<file path="config.mk">
export PLATFORM = sky130hd
export DESIGN_NAME = counter_seq_ctrl
export DESIGN_NICKNAME = d
export VERILOG_FILES = /design/src/rtl/counter_seq_ctrl.sv
export SDC_FILE = /design/constraint.sdc
export NUM_CORES = 1
export LEC_CHECK = 0
export ABC_CLOCK_PERIOD_IN_PS = 2300
export BUFFER_PORTS_ARGS = -buffer_cell sky130_fd_sc_hd__buf_2
export CORE_UTILIZATION = 49
export CTS_BUF_LIST = sky130_fd_sc_hd__clkbuf_4 sky130_fd_sc_hd__clkbuf_8 sky130_fd_sc_hd__clkbuf_16
export DETAILED_ROUTE_END_ITERATION = 16
export PLACE_DENSITY = 0.73
export SYNTH_ARGS = -nofsm -noshare
export SYNTH_HDL_FRONTEND = slang
export SYNTH_SLANG_ARGS = --single-unit
</file>
<file path="constraint.sdc">
create_clock -name clk -period 2.3 [get_ports clk]
set_clock_uncertainty 0.05 [all_clocks]
set_input_delay 0.46 -clock clk [delete_from_list [all_inputs] [get_ports clk]]
set_output_delay 0.46 -clock clk [all_outputs]
set_load 0.01 [all_outputs]
</file>
<file path="src/rtl/counter_seq_ctrl.sv">
// Run/stop sequencer for a WIDTH-bit up/down counter: loads a start value, counts a
// programmed number of terminal crossings, then pulses done. Exposes rco for cascading.
module counter_seq_ctrl #(
    parameter int WIDTH  = 4,
    parameter int WRAP_W = 4
) (
    input  logic              clk,
    input  logic              rst_n,
    input  logic              start,
    input  logic              stop,
    input  logic              pause,
    input  logic              up_dn,
    input  logic [WIDTH-1:0]  load_val,
    input  logic [WRAP_W-1:0] wraps,
    output logic [WIDTH-1:0]  count,
    output logic              rco,
    output logic [WRAP_W-1:0] wrap_cnt,
    output logic              busy,
    output logic              done
);

    // state | meaning
    // IDLE  | waiting for start; count and wrap_cnt hold
    // LOAD  | one cycle; count takes the latched load value
    // RUN   | stepping one per edge toward the terminal value
    // HOLD  | paused; count and wrap_cnt frozen
    // DONE  | one-cycle completion pulse
    typedef enum logic [2:0] {
        S_IDLE,
        S_LOAD,
        S_RUN,
        S_HOLD,
        S_DONE
    } state_t;

    state_t            state, state_d;
    logic [WIDTH-1:0]  count_d, load_q, term, step_val;
    logic [WRAP_W-1:0] wrap_d, wraps_q;
    logic              up_q, latch, at_term, last_wrap;

    assign term      = {WIDTH{up_q}};
    assign step_val  = up_q ? count + WIDTH'(1) : count - WIDTH'(1);
    assign at_term   = (count == term);
    assign last_wrap = (wraps_q != '0) && (wrap_cnt == wraps_q - WRAP_W'(1));

    always_comb begin
        state_d = state;
        count_d = count;
        wrap_d  = wrap_cnt;
        latch   = 1'b0;
        case (state)
            S_IDLE: begin
                if (start) begin
                    latch   = 1'b1;
                    state_d = S_LOAD;
                end
            end
            S_LOAD: begin
                if (stop) begin
                    state_d = S_IDLE;
                end else begin
                    count_d = load_q;
                    wrap_d  = '0;
                    state_d = S_RUN;
                end
            end
            // Releasing pause steps on the same edge so each HOLD cycle costs exactly one cycle.
            S_RUN, S_HOLD: begin
                if (stop) begin
                    state_d = S_IDLE;
                end else if (pause) begin
                    state_d = S_HOLD;
                end else begin
                    state_d = S_RUN;
                    if (at_term) begin
                        wrap_d = wrap_cnt + WRAP_W'(1);
                        if (last_wrap) begin
                            state_d = S_DONE;
                        end else begin
                            count_d = step_val;
                        end
                    end else begin
                        count_d = step_val;
                    end
                end
            end
            S_DONE: begin
                state_d = S_IDLE;
            end
            default: begin
                state_d = S_IDLE;
            end
        endcase
    end

    always_ff @(posedge clk or negedge rst_n) begin
        if (!rst_n) begin
            state    <= S_IDLE;
            count    <= '0;
            wrap_cnt <= '0;
        end else begin
            state    <= state_d;
            count    <= count_d;
            wrap_cnt <= wrap_d;
        end
    end

    always_ff @(posedge clk or negedge rst_n) begin
        if (!rst_n) begin
            up_q    <= 1'b0;
            load_q  <= '0;
            wraps_q <= '0;
        end else if (latch) begin
            up_q    <= up_dn;
            load_q  <= load_val;
            wraps_q <= wraps;
        end
    end

    assign rco  = (count == '1) || (count == '0);
    assign busy = (state != S_IDLE);
    assign done = (state == S_DONE);

endmodule

</file>
==> metrics.txt, run 1 <==
outcome finished clean; path category of the worst min-delay check in -> async; top achievable clock speed 454 MHz; highest-count cells in the layout ignoring fill and taps buf_2 (24), dfrtp_1 (20), nand2_1 (11), o21ai_0 (8), mux2_2 (7); worst IR drop on VDD 618 uV; required arrival time at the worst endpoint 1.79 ns; drt initial violations 11; worst-margin pin slew roughly 0.49 ns; most common library cell in the layout ignoring fill and taps buf_2; min Tclk post-route about 2.2 ns; WL final 2130 um; clock latency at the later pin of the worst-skew pair ~0.30 ns; first-pass iteration count of the detailed router 3; overall die width 51.3 um; worst hold slack after final layout 0.0377 ns; Synth Net Count 127; placeable core region 2250 um^2; relative contribution of sequential cells to total power 40.5%; clk sink count 20; share of total power in the clock network 14.9%; number of antenna violations at the first check in global routing 0; starting density of the core 52.8%; internal power component 851 uW; TNS Setup 0 ns; Post CTS Setup Buffer Count 0; crit-path max FO 9; worst slew margin relative to its limit 67.0%; synth unique cells 39; Diodes inserted 0; clock-pin slew on the worst setup and hold paths 0.11 ns; Longest Clk Path Bufs 2; chip height 51.3 um; CTS root buf clkbuf_4; Cell Area, Synth 1190 um^2; Final Total Pwr around 1.3 mW; IO Pins 25; Lkg Pwr ~0.68 nW; global-route wire length before repair 3780 um; count of state elements after synthesis 20; power per cell area 983 nW/um^2; H-tree levels 1; detailed-route vias per instance 5.52; crit share post-route 95.8%; reported max-cap violation count 0; count of hold-fix buffers inserted at cts 0; worst setup slack for register-to-register paths 0.28 ns; DRC violations left 0; estimated wirelength of the detail-placed design 1690 um; synth-to-layout area growth 15.4%; total track usage 19.9%; Hold Fails Final Rpt 0; layout cell share with drive strength beyond 1 36.6%; worst-path cell chain or4_2 > nand2_1 > buf_2; Layout fillers 198; part of the total power dissipated in combinational logic 44.6%; cts bufs inserted 3; count of pins over their slew limit 0; RSZ-0062 raised after global routing no; count of cells resized by post-cts repair 0; number of nets at the end of the flow 154; cell with the largest stage delay on the worst path or4_2; endpoint arrival time on the critical path ~1.7 ns; capturing element type of the critical path primary output; Row Count 17; post-synthesis instance total between 100 and 150; Final ANT Viol Nets 0; total via count after detailed routing 895; maximum number of pins on one net before global-route repair 21; count of endpoints failing setup in the final report 0; Syn Area/Cell 11.0 um^2; worst setup path class reg -> out; die area roughly 2600 um^2; kind of launch point of the worst setup path flop; total of buffers placed on input and output ports 24; via count of the first global-routing pass 870; sequential share of the synthesized area 42.1%; Avg WL per Cell 13.1 um; global route overflow 0; routability congestion estimate from global placement between 0.7 and 0.8; final core utilization 60.9%; number of warnings printed during yosys synthesis 0; clock tree from TritonCTS built; net switching component of the power 498 uW; largest incremental delay on the critical path roughly 0.69 ns; switching share of power 36.9%
-- state kept, by name (all words and copies together), names as in the netlist --
| name | count |
|---|---|
| count | 4 |
| load_q | 4 |
| wrap_cnt | 4 |
| wraps_q | 4 |
| state | 3 |
| up_q | 1 |
-- worst paths after layout --
| check | end | depth (start not counted) | startpoint |
|---|---|---|---|
| worst max-delay path | rco | 3 | count[0] |
| worst min-delay path | up_q | 1 | rst_n |
| worst max register to register | count[3] | 7 | wraps_q[0] |
| worst min register to register | load_q[1] | 1 | load_q[1] |
| max in group asynchronous | count[3] | 1 | rst_n |
| min in group clk | up_q | 3 | up_dn |
-- cells by family (layout without fill, tap and decap cells) --
| logic type | after synthesis | count (layout) | share of synthesized area [%] |
|---|---|---|---|
| AO/OA/AOI/OAI | 17 | 17 | 10.1 |
| AND/OR/NAND/NOR | 39 | 39 | 20.7 |
| flip-flops | 20 | 20 | 42.1 |
| adder cells (fa/ha/maj) | 5 | 5 | 5.89 |
| XOR/XNOR | 10 | 10 | 8.52 |
| buffers and inverters | 7 | 33 | 2.31 |
| multiplexers | 10 | 10 | 10.4 |
-- worst max-delay path: cells and delay by family, from the launching register on --
kind                   cells  cell delay [ns]
DFF                        1             0.50
and+or+nand+nor            2             0.77
buffers and inverters      1             0.12
-- Yosys cell counts, drive strengths merged --
library cell | instances | area, um^2
nand4 | 2 | 12.5
nor2b | 2 | 20.0
and2 | 1 | 6.26
o211ai | 1 | 12.5
clkbuf | 1 | 3.75
xnor2 | 4 | 35.0
nor2 | 7 | 28.8
or3 | 1 | 6.26
xnor3 | 1 | 22.5
or3b | 1 | 8.76
a2111oi | 1 | 15.0
o21ai | 8 | 40.0
buf | 1 | 5.00
xor2 | 5 | 43.8
or4 | 1 | 8.76
mux2 | 10 | 124
nor4 | 1 | 21.3
nand2b | 1 | 6.26
fa | 1 | 20.0
inv | 5 | 18.8
a21oi | 3 | 15.0
dfrtp | 20 | 500
nor3 | 3 | 15.0
o211a | 1 | 10.0
nand3 | 2 | 10.0
nand2 | 11 | 41.3
nor4b | 2 | 32.5
a22o | 1 | 8.76
nor3b | 1 | 7.51
ha | 4 | 50.1
nand3b | 1 | 7.51
a21bo | 1 | 10.0
and3 | 2 | 13.8
a21o | 1 | 8.76
-- layout make-up --
cell class | instances | area (um^2) | share of cell area, %
multi-input combinational | 81 | 662 | 48.2
tap | 28 | 35.0 | 2.55
clock buffer | 4 | 36.3 | 2.64
timing repair buffer | 24 | 120 | 8.75
inverter | 5 | 18.8 | 1.37
sequential | 20 | 500 | 36.5
-- power by group through the flow --
stage          Clock, mW  Combinational, mW  Sequential, mW
2_1_floorplan          0              0.450           0.544
3_3_place_gp           0              0.591           0.547
3_5_place_dp           0              0.607           0.558
4_1_cts            0.211              0.610           0.549
5_1_grt            0.222              0.665           0.564
6_report           0.201              0.601           0.547
-- metrics by stage --
step | worst slack, ns | instance area [um^2] | std cells
after floorplan | 0.383 | 1190 | 108
after global placement | 0.347 | 1340 | 158
after global routing | 0.0534 | 1370 | 162
after detailed placement | 0.293 | 1340 | 158
final | 0.0970 | 1370 | 162
after CTS | 0.0793 | 1370 | 162
-- layer usage --
| layer | track usage, % | wire length, um | vias up |
|---|---|---|---|
| li1 | - | - | 436 |
| met1 | 24.5 | 946 | 441 |
| met2 | 34.9 | 1100 | 14 |
| met3 | 3.57 | 51 | 4 |
| met4 | 6.76 | 23 | 0 |
| met5 | 0 | 0 | - |
No activity file was read; power rests on OpenSTA's default activity.
==> run 2, diff against run 1 <==
- ABC_CLOCK_PERIOD_IN_PS: 2300 -> 1900
- CORE_UTILIZATION: 49 -> 48
- GPL_TIMING_DRIVEN: not set -> 0
- PLACE_DENSITY: 0.73 -> 0.74
- clock period: 2.3 -> 1.9 ns (I/O delays scaled with it)
==> metrics.txt, run 2 (synthesis gave the netlist of run 1 again) <==
worst setup slack for register-to-register paths 0.008 ns; overall die width slightly above 50 um; worst setup path class reg -> reg; worst-margin pin slew ~0.46 ns; RSZ-0062 raised after global routing yes; clock latency at the later pin of the worst-skew pair 0.31 ns; Place WS -0.144 ns; outcome finished clean; crit-path max FO 4; Diodes inserted 0; clock tree from TritonCTS built; die area 2680 um^2; layout cell share with drive strength beyond 1 48.3%; first-pass iteration count of the detailed router 4; synth-to-layout area growth 27.0%; detailed-route vias per instance between 5 and 6; highest-count cells in the layout ignoring fill and taps buf_2 (24), dfrtp_1 (16), nand2_1 (10), o21ai_0 (8), mux2_2 (7); most common library cell in the layout ignoring fill and taps buf_2; clock-pin slew on the worst setup and hold paths 0.11 ns; IO Pins 25; path category of the worst min-delay check in -> reg; Hold Fails Final Rpt 0; total of buffers placed on input and output ports 24; least setup slack across all paths after layout about 0.0081 ns; routability congestion estimate from global placement 0.779; worst hold slack after final layout 0.231 ns; Final ANT Viol Nets 0; cts bufs inserted 3; Lkg Pwr 0.721 nW; global-route wire length before repair 4500 um; top achievable clock speed 529 MHz; maximum number of pins on one net before global-route repair 21; total track usage between 20% and 30%; required arrival time at the worst endpoint 2.04 ns; chip height 51.8 um; placeable core region about 2300 um^2; DRC violations left 0; worst slew margin relative to its limit between 60% and 70%; power per cell area between 1000 and 1500 nW/um^2; count of endpoints failing setup in the final report 0; global route overflow 0; Row Count 17; reported max-cap violation count 0; via count of the first global-routing pass 990; CTS root buf clkbuf_4; clk sink count 20; kind of launch point of the worst setup path flop; starting density of the core a little over half; endpoint arrival time on the critical path 2.03 ns; WL final 2420 um; min Tclk post-route 1.89 ns; H-tree levels 1; Longest Clk Path Bufs 2; number of nets at the end of the flow 163; total via count after detailed routing 920; Avg WL per Cell around 14 um; estimated wirelength of the detail-placed design 1780 um; number of antenna violations at the first check in global routing 0; worst IR drop on VDD 697 uV; drt initial violations 11; count of pins over their slew limit 0; capturing element type of the critical path flop; crit share post-route 99.6%
-- run 2: changes by cell type in the layout (fill, tap and decap cells not counted), sizes merged --
cell         previous run  this run
dlygate4sd3             0         1
clkbuf                  4         5
buf                    24        31
-- run 2: power breakdown --
| part | total (mW) | internal (mW) | switching [mW] |
|---|---|---|---|
| Clock | 0.252 | 0.117 | 0.135 |
| Combinational | 0.983 | 0.529 | 0.454 |
| Sequential | 0.626 | 0.535 | 0.0911 |
| Total | 1.86 | 1.18 | 0.680 |
-- run 2: timing repair --
| item | in CTS | in global routing |
|---|---|---|
| setup endpoints to repair | 7 | 9 |
| hold buffers | 1 | 0 |
| hold endpoints to repair | 20 | 0 |
| pin swaps | 1 | 0 |
| buffers inserted | 6 | 0 |
| gates resized for setup | 12 | 6 |
-- run 2: area by class of cell --
type / count / area [um^2]
fillers: 189 / 764
well taps: 28 / 35.0
multi-input cells: 81 / 726
plain buffers: 2 / 8.76
clock buffers: 4 / 36.3
inverters: 5 / 18.8
repair buffers: 31 / 181
flip-flops and latches: 20 / 505
-- run 2: layer usage --
layer,vias to the layer above,part of all wire [%],global-route usage [%],wire length [um]
met1,445,45,28.7,1080
met5,-,0,0,0
met4,0,0.87,8.56,21
met2,20,52,39.4,1260
met3,4,2.7,4.68,65
li1,451,-,-,-
-- run 2: stage by stage --
step	utilization, %	area, um^2	setup TNS [ns]	cells	total power, mW
floorplan	-	1190	0	108	1.20
global placement	59.1	1350	-0.300	160	1.36
detailed placement	59.1	1350	-0.494	160	1.41
CTS	65.4	1490	-0.00615	171	1.85
global route	66.4	1510	-0.412	171	2.01
finish	66.4	1510	0	171	1.86
-- run 2: worst max-delay path, stage by stage (launching register included) --
cell	delay [ns]
dfrtp_1	0.41
inv_2	0.09
ha_4	0.14
or3b_4	0.37
nand4_1	0.15
nor4_4	0.06
nor2b_4	0.21
mux2_4	0.31
-- run 2: path summary, 6_finish.rpt --
path	startpoint	end	cells after the start
setup / recovery	wraps_q[0]	count[3]	7
hold / removal	wraps[1]	wraps_q[1]	3
setup reg to reg	wraps_q[0]	count[3]	7
hold reg to reg	load_q[1]	load_q[1]	1
max in group asynchronous	rst_n	count[3]	2
min in group asynchronous	rst_n	load_q[3]	2
==> run 3, diff against run 2 <==
- ABC_CLOCK_PERIOD_IN_PS: 1900 -> 2240
- CORE_UTILIZATION: 48 -> 49
- CTS_CLUSTER_DIAMETER: not set -> 60
- PLACE_DENSITY: 0.74 -> 0.73
- clock period: 1.9 -> 2.24 ns (I/O delays scaled with it)
==> metrics.txt, run 3 (synthesis gave the netlist of run 1 again) <==
outcome finished clean; Longest Clk Path Bufs 2; synth-to-layout area growth 16.2%; top achievable clock speed roughly 470 MHz; first-pass iteration count of the detailed router 4; power per cell area between 1000 and 1500 nW/um^2; number of cells in the design after placement 160; global route overflow 0; TNS Setup 0 ns; placement-stage cell area 1350 um^2; drt initial violations 10; placeable core region 2250 um^2; Diodes inserted 0; detailed-route vias per instance 5.54; Layout fillers between 200 and 250; worst setup path class reg -> out; cts bufs inserted 3; estimated wirelength of the detail-placed design around 1800 um; worst path buffer plus inverter count 1; endpoint arrival time on the critical path between 1.5 and 2 ns; Place WS around 0.18 ns; clock latency at the later pin of the worst-skew pair 0.30 ns; via count of the first global-routing pass 976; required arrival time at the worst endpoint roughly 1.7 ns; path category of the worst min-delay check in -> async; FF+latch area 502 um^2; Hold Fails Final Rpt 0; most common library cell in the layout ignoring fill and taps buf_2; Avg WL per Cell ~14 um; maximum number of pins on one net before global-route repair 21; source of the worst register-to-register timing path wraps_q[0]; worst slew margin relative to its limit 67.6%; clock-pin slew on the worst setup and hold paths 0.11 ns; count of pins over their slew limit 0; post-layout instance area 1380 um^2; final core utilization 61.3%; clk sink count 20; total via count after detailed routing 908; CTS root buf clkbuf_4; RSZ-0062 raised after global routing no; gate family responsible for the most delay along the worst path simple AND/OR/NAND/NOR gates; IO Pins 25; multi-input logic area 662 um^2; WL final 2300 um; crit-path max FO 9; Post-Layout Cell Count 164; worst setup slack for register-to-register paths 0.17 ns; Lkg Pwr 0.683 nW; crit share post-route 95.9%; total track usage 22.2%; worst hold slack after final layout 0.0281 ns; DRC violations left 0; cell with the largest stage delay on the worst path or4_2; kind of launch point of the worst setup path flop; clock tree from TritonCTS built; layout cell share with drive strength beyond 1 between 30% and 40%; Worst Reg-to-Reg Cells 7; H-tree levels 1; capturing element type of the critical path primary output; overall die width 51.3 um; starting density of the core 52.8%; Worst setup startpoint count[0]; count of endpoints failing setup in the final report 0; least setup slack across all paths after layout 0.0925 ns; count of hold-fix buffers inserted at cts 0; routability congestion estimate from global placement 0.775; total of buffers placed on input and output ports 24; worst-margin pin slew between 0.4 and 0.5 ns; number of antenna violations at the first check in global routing 0; Final Total Pwr 1.39 mW; die area around 2600 um^2; terminus of the critical flop-to-flop path count[3]; number of nets at the end of the flow 156; Post CTS Setup Buffer Count 0; reported max-cap violation count 0; largest incremental delay on the critical path around 0.67 ns; Final ANT Viol Nets 0; worst IR drop on VDD 574 uV; Row Count 17; global-route wire length before repair approximately 4300 um; worst-path cell chain or4_2 > nand2_1 > buf_2; highest-count cells in the layout ignoring fill and taps buf_2 (25), dfrtp_1 (19), nand2_1 (11), o21ai_0 (8), mux2_2 (7); chip height 51.3 um; min Tclk post-route 2.15 ns
-- run 3: worst register-to-register path, delay by kind of cell, from the launching register on --
family        cells  cell delay (ns)
flops             1             0.44
simple gates      4             0.89
fa+ha+maj         1             0.18
buf+inv           1             0.09
mux               1             0.32
-- run 3: power breakdown --
group / internal [mW] / switching [mW]
clock network: 0.0991 / 0.112
logic: 0.325 / 0.288
registers: 0.450 / 0.114
-- run 3: area by class of cell --
cell class | count | share of cell area (%)
multi-input combinational | 81 | 47.9
sequential | 20 | 36.3
timing repair buffer | 24 | 8.69
clock buffer | 4 | 2.62
tap | 28 | 2.53
inverter | 5 | 1.36
buffer | 2 | 0.633
-- run 3: timing repair --
item                       CTS  global route
resized for setup            0             1
setup endpoints to repair    0             1
hold endpoints to repair     0             0
-- run 3: worst max-delay path by stage --
stage	endpoint	slack, ns	cells after the start
floorplan	count[1]	0.32	7
global placement	count[1]	0.22	7
detailed placement	count[3]	0.18	7
CTS	rco	0.05	3
global route	rco	0.03	3
finish	rco	0.09	3
-- run 3: metal layers --
layer | wire length [um] | track usage [%] | up-vias
met5 | 0 | 0 | -
met2 | 1210 | 40.6 | 22
li1 | - | - | 438
met1 | 952 | 23.9 | 440
met4 | 51 | 11.7 | 0
met3 | 94 | 4.46 | 8
